### src/rtl/mt9v034_capture_ctrl.sv
// mt9v034_capture_ctrl
// Frame capture sequencer sitting between the MT9V034 embedded-sync detector
// and the pixel packer/DMA. Software arms single-shot or continuous capture;
// the block aligns to a clean frame start, crops to cfg_width x cfg_height,
// marks sof/eol/eof on the marked pixel itself and keeps per-frame statistics.
//
// Optional feature macro: MT9V034_CAPTURE_ERR_EN
//   defined   -> sticky geometry error flags are built
//   undefined -> err_* outputs are tied to 0
//
// Ports:
//   pxclk, reset_n            pixel clock, async active-low reset
//   start, stop, continuous   software control (start honoured only in IDLE)
//   cfg_width, cfg_height     crop geometry, latched on an accepted start
//   line_valid, frame_valid,
//   active_video,
//   pixel_data_valid          detector outputs
//   pixel_accept, sof, eol,
//   eof                       combinational per-pixel markers (zero latency)
//   busy, frame_done          registered status
//   frame_count, last_width,
//   last_height               registered statistics
//   err_short_line,
//   err_long_line, err_height sticky geometry errors
//   dbg_state                 FSM state (0 IDLE, 1 ARMED, 2 CAPTURE, 3 DONE)
//
// Handshake: there is no backpressure. A pixel is offered whenever
// pixel_data_valid & active_video is high, and pixel_accept says in that same
// cycle whether it belongs to the captured frame.
module mt9v034_capture_ctrl #(
  parameter int W_BITS = 10,
  parameter int H_BITS = 10
) (
  input  logic              pxclk,
  input  logic              reset_n,
  input  logic              start,
  input  logic              stop,
  input  logic              continuous,
  input  logic [W_BITS-1:0] cfg_width,
  input  logic [H_BITS-1:0] cfg_height,
  input  logic              line_valid,
  input  logic              frame_valid,
  input  logic              active_video,
  input  logic              pixel_data_valid,
  output logic              pixel_accept,
  output logic              sof,
  output logic              eol,
  output logic              eof,
  output logic              busy,
  output logic              frame_done,
  output logic [15:0]       frame_count,
  output logic [W_BITS-1:0] last_width,
  output logic [H_BITS-1:0] last_height,
  output logic              err_short_line,
  output logic              err_long_line,
  output logic              err_height,
  output logic [1:0]        dbg_state
);

  typedef enum logic [1:0] {
    ST_IDLE    = 2'd0,
    ST_ARMED   = 2'd1,
    ST_CAPTURE = 2'd2,
    ST_DONE    = 2'd3
  } state_t;

  state_t            state_q, state_d;
  logic              seen_low_q, seen_low_d;
  logic              stop_pend_q, stop_pend_d;
  logic [W_BITS-1:0] raw_x_q, raw_x_d;
  logic [W_BITS-1:0] cfg_w_q, cfg_w_d;
  logic [W_BITS-1:0] last_w_q, last_w_d;
  logic [H_BITS-1:0] y_q, y_d;
  logic [H_BITS-1:0] cfg_h_q, cfg_h_d;
  logic [H_BITS-1:0] last_h_q, last_h_d;
  logic [15:0]       fcnt_q, fcnt_d;
  logic              lv_dly_q, fv_dly_q;

  logic qual, in_cap, fv_fall, line_end, frame_end, start_ok;

  assign qual      = pixel_data_valid & active_video;
  assign in_cap    = (state_q == ST_CAPTURE);
  assign fv_fall   = fv_dly_q & ~frame_valid;
  // A line also ends when the frame drops while a line was still open.
  assign line_end  = in_cap & lv_dly_q & (~line_valid | fv_fall);
  assign frame_end = in_cap & fv_fall;
  assign start_ok  = (state_q == ST_IDLE) & start & ~stop &
                     (|cfg_width) & (|cfg_height);

  assign pixel_accept = in_cap & qual & (raw_x_q < cfg_w_q) & (y_q < cfg_h_q);
  assign eol          = pixel_accept & (raw_x_q == cfg_w_q - W_BITS'(1));
  assign eof          = eol & (y_q == cfg_h_q - H_BITS'(1));
  assign sof          = pixel_accept & (raw_x_q == '0) & (y_q == '0);

  always_comb begin
    state_d     = state_q;
    seen_low_d  = seen_low_q;
    stop_pend_d = stop_pend_q;
    raw_x_d     = raw_x_q;
    y_d         = y_q;
    cfg_w_d     = cfg_w_q;
    cfg_h_d     = cfg_h_q;
    last_w_d    = last_w_q;
    last_h_d    = last_h_q;
    fcnt_d      = fcnt_q;

    case (state_q)
      ST_IDLE: begin
        if (start_ok) begin
          state_d    = ST_ARMED;
          cfg_w_d    = cfg_width;
          cfg_h_d    = cfg_height;
          seen_low_d = 1'b0;
        end
      end
      ST_ARMED: begin
        if (stop) begin
          state_d = ST_IDLE;
        end else begin
          if (!frame_valid) seen_low_d = 1'b1;
          // Only a rising frame after an observed low is a clean frame start.
          if (seen_low_q && frame_valid) begin
            state_d = ST_CAPTURE;
            raw_x_d = '0;
            y_d     = '0;
          end
        end
      end
      ST_CAPTURE: begin
        if (stop) stop_pend_d = 1'b1;
        if (line_end) begin
          if (raw_x_q != '0) begin
            if (y_q != '1) y_d = y_q + H_BITS'(1);
            last_w_d = raw_x_q;
          end
          raw_x_d = '0;
        end else if (qual && raw_x_q != '1) begin
          raw_x_d = raw_x_q + W_BITS'(1);
        end
        if (frame_end) state_d = ST_DONE;
      end
      ST_DONE: begin
        if (stop) stop_pend_d = 1'b1;
        fcnt_d     = fcnt_q + 16'd1;
        last_h_d   = y_q;
        seen_low_d = 1'b1;
        state_d    = (continuous && !stop_pend_q && !stop) ? ST_ARMED : ST_IDLE;
      end
      default: state_d = ST_IDLE;
    endcase

    if (state_d == ST_IDLE) stop_pend_d = 1'b0;
  end

  always_ff @(posedge pxclk or negedge reset_n) begin
    if (!reset_n) begin
      state_q     <= ST_IDLE;
      seen_low_q  <= 1'b0;
      stop_pend_q <= 1'b0;
      raw_x_q     <= '0;
      y_q         <= '0;
      cfg_w_q     <= '0;
      cfg_h_q     <= '0;
      last_w_q    <= '0;
      last_h_q    <= '0;
      fcnt_q      <= '0;
      lv_dly_q    <= 1'b0;
      fv_dly_q    <= 1'b0;
    end else begin
      state_q     <= state_d;
      seen_low_q  <= seen_low_d;
      stop_pend_q <= stop_pend_d;
      raw_x_q     <= raw_x_d;
      y_q         <= y_d;
      cfg_w_q     <= cfg_w_d;
      cfg_h_q     <= cfg_h_d;
      last_w_q    <= last_w_d;
      last_h_q    <= last_h_d;
      fcnt_q      <= fcnt_d;
      lv_dly_q    <= line_valid;
      fv_dly_q    <= frame_valid;
    end
  end

  assign busy        = (state_q != ST_IDLE);
  assign frame_done  = (state_q == ST_DONE);
  assign frame_count = fcnt_q;
  assign last_width  = last_w_q;
  assign last_height = last_h_q;
  assign dbg_state   = state_q;

`ifdef MT9V034_CAPTURE_ERR_EN
  logic err_s_q, err_s_d, err_l_q, err_l_d, err_h_q, err_h_d;

  always_comb begin
    err_s_d = err_s_q;
    err_l_d = err_l_q;
    err_h_d = err_h_q;
    if (start_ok) begin
      err_s_d = 1'b0;
      err_l_d = 1'b0;
      err_h_d = 1'b0;
    end else begin
      if (line_end && raw_x_q != '0) begin
        if (raw_x_q < cfg_w_q) err_s_d = 1'b1;
        if (raw_x_q > cfg_w_q) err_l_d = 1'b1;
      end
      // y_d already includes a line end landing in the same cycle.
      if (frame_end && y_d != cfg_h_q) err_h_d = 1'b1;
    end
  end

  always_ff @(posedge pxclk or negedge reset_n) begin
    if (!reset_n) begin
      err_s_q <= 1'b0;
      err_l_q <= 1'b0;
      err_h_q <= 1'b0;
    end else begin
      err_s_q <= err_s_d;
      err_l_q <= err_l_d;
      err_h_q <= err_h_d;
    end
  end

  assign err_short_line = err_s_q;
  assign err_long_line  = err_l_q;
  assign err_height     = err_h_q;
`else
  assign err_short_line = 1'b0;
  assign err_long_line  = 1'b0;
  assign err_height     = 1'b0;
`endif

endmodule

### config.mk
export PLATFORM = sky130hd
export DESIGN_NAME = mt9v034_capture_ctrl
export DESIGN_NICKNAME = d
export VERILOG_FILES = /design/src/rtl/mt9v034_capture_ctrl.sv
export SDC_FILE = /design/constraint.sdc
export NUM_CORES = 1
export LEC_CHECK = 0
export CAP_MARGIN = 20
export CORE_MARGIN = 5
export CORE_UTILIZATION = 45
export CTS_BUF_LIST = sky130_fd_sc_hd__clkbuf_8
export DETAILED_ROUTE_END_ITERATION = 16
export PLACE_DENSITY = 0.65
export SETUP_SLACK_MARGIN = 0.02
export SYNTH_ARGS = -nofsm -noshare
export SYNTH_HDL_FRONTEND = slang
export SYNTH_SLANG_ARGS = --single-unit
### constraint.sdc
create_clock -name pxclk -period 2.6 [get_ports pxclk]
set_clock_uncertainty 0.2 [all_clocks]
set_input_delay 0.26 -clock pxclk [delete_from_list [all_inputs] [get_ports pxclk]]
set_output_delay 0.26 -clock pxclk [all_outputs]
set_load 0.005 [all_outputs]
# ---- Yosys cells after proc, flatten, opt, wreduce, memory -nomap -nowiden
# Index checks and enable logic that the tools add are counted.
dict set report op_classes {
  add_sub_neg 5
  n_lt_le_gt_ge 2
  eq_ne 15
  muxes 22
  n_bitwise 20
  n_reduce_logical 25
}
# cell n
set ops {}
lappend ops {{two-way mux 10 bit} 7}
lappend ops {{one-hot mux 10 bit (2 select lines)} 2}
lappend ops {{adder 10 x 1 -> 10 bit (second input constant)} 2}
lappend ops {{== test 10 bit} 2}
lappend ops {{logical NOT 10 bit} 2}
lappend ops {{less-than comparator 10 bit} 2}
lappend ops {{!= test 10 bit (second input constant)} 2}
lappend ops {{OR reduction 10 bit} 2}
lappend ops {{subtractor 10 x 1 -> 10 bit (second input constant)} 2}
lappend ops {{adder 16 x 1 -> 16 bit (second input constant)} 1}
lappend ops {{bitwise AND 1 bit} 16}
lappend ops {{nonzero test 10 bit} 1}
lappend ops {{two-way mux 2 bit} 4}
lappend ops {{!= test 2 bit (second input constant)} 4}
lappend ops {{one-hot mux 2 bit (4 select lines)} 1}
lappend ops {{AND reduction 4 bit} 2}
lappend ops {{nonzero test 2 bit} 4}
lappend ops {{two-way mux 1 bit} 7}
lappend ops {{!= test 2 x 1 -> 1 bit (second input constant)} 3}
lappend ops {{AND reduction 6 bit} 1}
lappend ops {{== test 2 bit (second input constant)} 2}
lappend ops {{logical AND 1 bit} 4}
lappend ops {{logical NOT 2 bit} 2}
lappend ops {{AND reduction 2 bit} 2}
lappend ops {{9 further kinds} 12}
dict set report totals {
  regBits 82
  input_bits 29
  out_inout_bits 47
  elab_cells 101
}

# ---- Logic depth before layout (Yosys ltp)
dict set report logic_depth {
  depth_word 10
  ltp_mapped 9
  ltp_nobuf 8
}

# ---- Worst setup path before layout
# No wires, ideal clock.
dict set report synth_timing {
  kind {reg-to-output}
  startpoint {register cfg_h_q[0]}
  endpoint {output port eof}
  t_arrival_ns 1.843
  required_time_ns 2.140
  path_slack_ns 0.297
  stages_incl_launch_ff 9
  n_path_buf 0
  cell_sequence {dfrtp_1 -> inv_1 -> ha_1 -> or3b_1 -> nor3_1 -> mux2i_1 -> mux2i_1 -> a32oi_1 -> nor4_1}
}
dict set report synth_between {
  elab_chain_len 4
  elab_cells_between_ends 6
  classes_between {add/sub (1); order compare (1); eq/ne (1); bitwise (3)}
}
# element line
set synth_lines {}
lappend synth_lines {{start, declared} 74} ;# logic [H_BITS-1:0] cfg_h_q, cfg_h_d;
lappend synth_lines {{start signal, assigned} 176} ;# cfg_h_q <= cfg_h_d;
lappend synth_lines {{branches (longest 3 deep; another with subtractor 10 x 1 -> 10 bit)} n/a}
lappend synth_lines {{bitwise AND 1 bit (*)} 92} ;# assign eof = eol & (y_q == cfg_h_q - H_BITS'(1));
lappend synth_lines {{end, declared} 48} ;# output logic eof,
# Every way passes the cells marked *.

# ---- Final worst setup path
# Same ends and word-level chain as after synthesis.

==> summary.md <==
| Metric | Value |
|---|---|
| Failing checks | setup timing |
| PortBufs | 72 |
| Vias | 3977 |
| Design Area, Final | 0.00668 mm^2 |
| Layout overhead on the synthesized area | 39.9% |
| Clk_lat worst skew | 0.36 ns |
| Setup slack, reg-to-reg | 0.21 ns |
| Yosys synthesis warning count | 0 |
| Total GRT Usage | 19.8% |
| Initial Util | 46.2% |
| Slew Limit Fails | 0 |
| Worst min path class | in -> reg |
| Root Buffer Master | clkbuf_8 |
| Top cell by count, worst path | mux2i_1 |
| CTS buffer count | 9 |
| Yosys reg bits | 82 |
| Total of max-cap violations | 0 |
| Post-route ant nets | 0 |
| CP delay by family, top | simple AND/OR/NAND/NOR gates |
| CP Max Fanout | 4 |
| Drt pass-1 iters | 4 |
| Pin count of the biggest net entering global routing | 46 |
| DRC | 0 |
| R2R Path End | y_q[0]$_DFFE_PN0P_ |
| Post-synth EDFFs | 0 |
| Status | finished with violations |
| Register clock-pin slew on the reported worst setup and hold paths | 0.09 ns |
| CP Launch Type | register |
| Req. time, crit path | 2.14 ns |
| Pwr/cell area | 861 mW/mm^2 |
| # diodes | 0 |
| CTS H-tree lvls | 3 |
| Worst Setup End Kind | primary output |
| Critical Path Slowest Stage Cell | dfrtp_1 |
| Syn Inst Count | 474 |
| Commonest non-fill, non-tap cells in the layout | dfrtp_1 (80), buf_4 (78), clkdlybuf4s50_1 (67), nand2_1 (54), nor2_1 (32) |
| Worst-Margin Slew | 0.622 ns |
| R2r worst-path depth | 8 |
| Vias in the first global route | 4299 |
| WL met1 | 5.17 mm |
| Rows | 37 |
| Uppermost layer routed | met4 |
| Max frequency | 0.326 GHz |
| WL final | 12.0 mm |
| Remaining global-route overflow | 0 |
| Met3 Wirelength | 470 um |
| Mapped cell area | 0.00477 mm^2 |
| Cell variety after synth | 57 |
| Worst r2r src | raw_x_q[5]$_DFFE_PN0P_ |
| IO Pins | 76 |
| Final WS setup | -0.470 ns |
| Endpoints failing setup | 4 |
| Final period util | 118% |
| Hold_sp | line_valid |
| Layout Utilization | 64.7% |
| Overall power | 0.00575 W |
| Gpl congestion | 0.875 |
| Die ar. | 0.0128 mm^2 |
| Max transition margin | 58.5% |
| WL/cell | 15.6 um |
| Syn Area/Cell | 10.1 um^2 |
| Register area | 0.00205 mm^2 |
| RSZ-0062 raised after global routing | yes |
| FILL cells | 845 |
| Post-synthesis sequential area ratio | 43.0% |
| Final Hold Fails | 0 |
| Worst vdd ir | 0.000438 V |
| CTS max path bufs | 2 |
| CP max stage delay | 0.43 ns |
| Hold Crit Depth | 1 |
| Most common cell after layout, fill and taps aside | dfrtp_1 |
| CP Cell Sequence | inv_1 -> ha_4 -> or3b_4 -> nor3_4 -> buf_6 -> mux2i_1 -> mux2i_1 -> a32oi_2 -> nor4_4 -> buf_2 |
| Initial antenna violation count | 0 |
| CTS sink cnt | 82 |
| Hold slack | 0.207 ns |
| Hold endpoint | lv_dly_q$_DFF_PN0_ |
| Area after DPL | 0.00618 mm^2 |
| Total core area | 0.0103 mm^2 |
| Min Tclk post-route | 3.07 ns |
| HPWL Detailed | 8.97 mm |
| Final nets | 685 |
| Buffers and inverters on the worst path | 3 |
| Setup CP Type | reg -> out |
| Footprint of the multi-input gates | 0.00273 mm^2 |
| Global-route wire length before repair | 20.4 mm |
| Asr flop ratio synth | 100% |
| Die width | 113 um |
| Metal2 WL | 6.13 mm |
| Share of post-route cells with drive strength above 1 | 27.9% |
| Chip Height | 113 um |
| Setup TNS | -1.03 ns |
| First DRT Iteration DRCs | 116 |
| Arr. time, crit path | 2.61 ns |
| CTS tree | built |
| Main synth FF type | dfrtp_1 |
| Leakage | 3.15 nW |
| Vias per cell | 5.16 |
-- logic make-up (layout without fill, tap and decap cells) --
kind of cell | count (synthesis) | count (layout) | share of synthesized area [%]
XOR/XNOR | 53 | 53 | 9.72
adder cells (fa/ha/maj) | 27 | 27 | 7.08
multiplexers | 31 | 31 | 8.39
AO/OA/AOI/OAI | 55 | 55 | 8.44
other | 1 | 3 | 0.0785
AND/OR/NAND/NOR | 176 | 176 | 18.8
flip-flops | 82 | 82 | 43.0
buffers and inverters | 49 | 207 | 4.53
-- metrics by stage --
stage,instances,setup WS [ns]
6_report,770,-0.470
4_1_cts,766,-0.398
3_3_place_gp,743,-0.596
3_5_place_dp,743,-0.668
5_1_grt,770,-0.611
2_1_floorplan,476,0.297
-- where the power goes --
group / total, W / internal, W / switching, W / leakage (nW)
logic: 0.00306 / 0.00164 / 0.00142 / 1.97
clock network: 0.000895 / 0.000365 / 0.000529 / 0.0934
registers: 0.00180 / 0.00156 / 0.000240 / 1.09
total: 0.00575 / 0.00356 / 0.00219 / 3.15
-- metal layers --
layer / vias up / GRT usage [%]
met5: - / 0
met4: 0 / 6.41
met3: 22 / 4.44
met2: 82 / 33.8
met1: 1926 / 24.8
li1: 1947 / -
-- cell type report --
cell class,count,area share (%)
clock inverters,7,0.955
inverters,30,1.70
repair buffers,161,21.4
well taps,136,2.55
flip-flops and latches,82,30.8
clock buffers,9,1.85
multi-input cells,345,40.8
-- synth_stat cells (5+ instances only) --
master / count / area [um^2]
nand2_1: 55 / 206
xnor2_1: 31 / 272
ha_1: 27 / 338
nor2_1: 34 / 128
a21oi_1: 11 / 55.1
dfrtp_1: 82 / 2050
nand2b_1: 5 / 31.3
or4_1: 6 / 45.0
and3_1: 8 / 50.1
inv_1: 29 / 109
o21ai_0: 16 / 80.1
nand3_1: 17 / 85.1
mux2_2: 11 / 124
mux2_4: 15 / 225
clkbuf_1: 10 / 37.5
nand4_1: 9 / 56.3
nor2b_1: 5 / 31.3
nor4_1: 7 / 43.8
nor3_1: 12 / 60.1
xor2_1: 22 / 193
-- worst max path at each step --
stage | end | slack (ns) | from | depth (start not counted)
final | eof | -0.47 | cfg_h_q[0]$_DFFE_PN0P_ | 10
after global routing | eof | -0.61 | cfg_h_q[1]$_DFFE_PN0P_ | 11
after CTS | eof | -0.40 | cfg_w_q[0]$_DFFE_PN0P_ | 10
after detailed placement | eof | -0.67 | cfg_w_q[1]$_DFFE_PN0P_ | 9
after global placement | eof | -0.60 | cfg_w_q[1]$_DFFE_PN0P_ | 9
after floorplan | eof | 0.30 | cfg_h_q[0]$_DFFE_PN0P_ | 8
-- timing repair --
action / in CTS / in global routing
gates cloned: 0 / 0
hold endpoints to repair: 44 / 0
endpoints found under the setup margin: 4 / 5
pin swaps: 11 / 17
setup buffers: 7 / 7
gates resized for setup: 54 / 17
hold buffers: 1 / 0
-- flip-flops by register name (all words and copies together), names as in the netlist --
name         flops
cfg_h_q         10
cfg_w_q         10
dbg_state        2
frame_count     16
fv_dly_q         1
last_height     10
last_width      10
lv_dly_q         1
raw_x_q         10
seen_low_q       1
stop_pend_q      1
y_q             10
No activity file was read; power rests on OpenSTA's default activity.
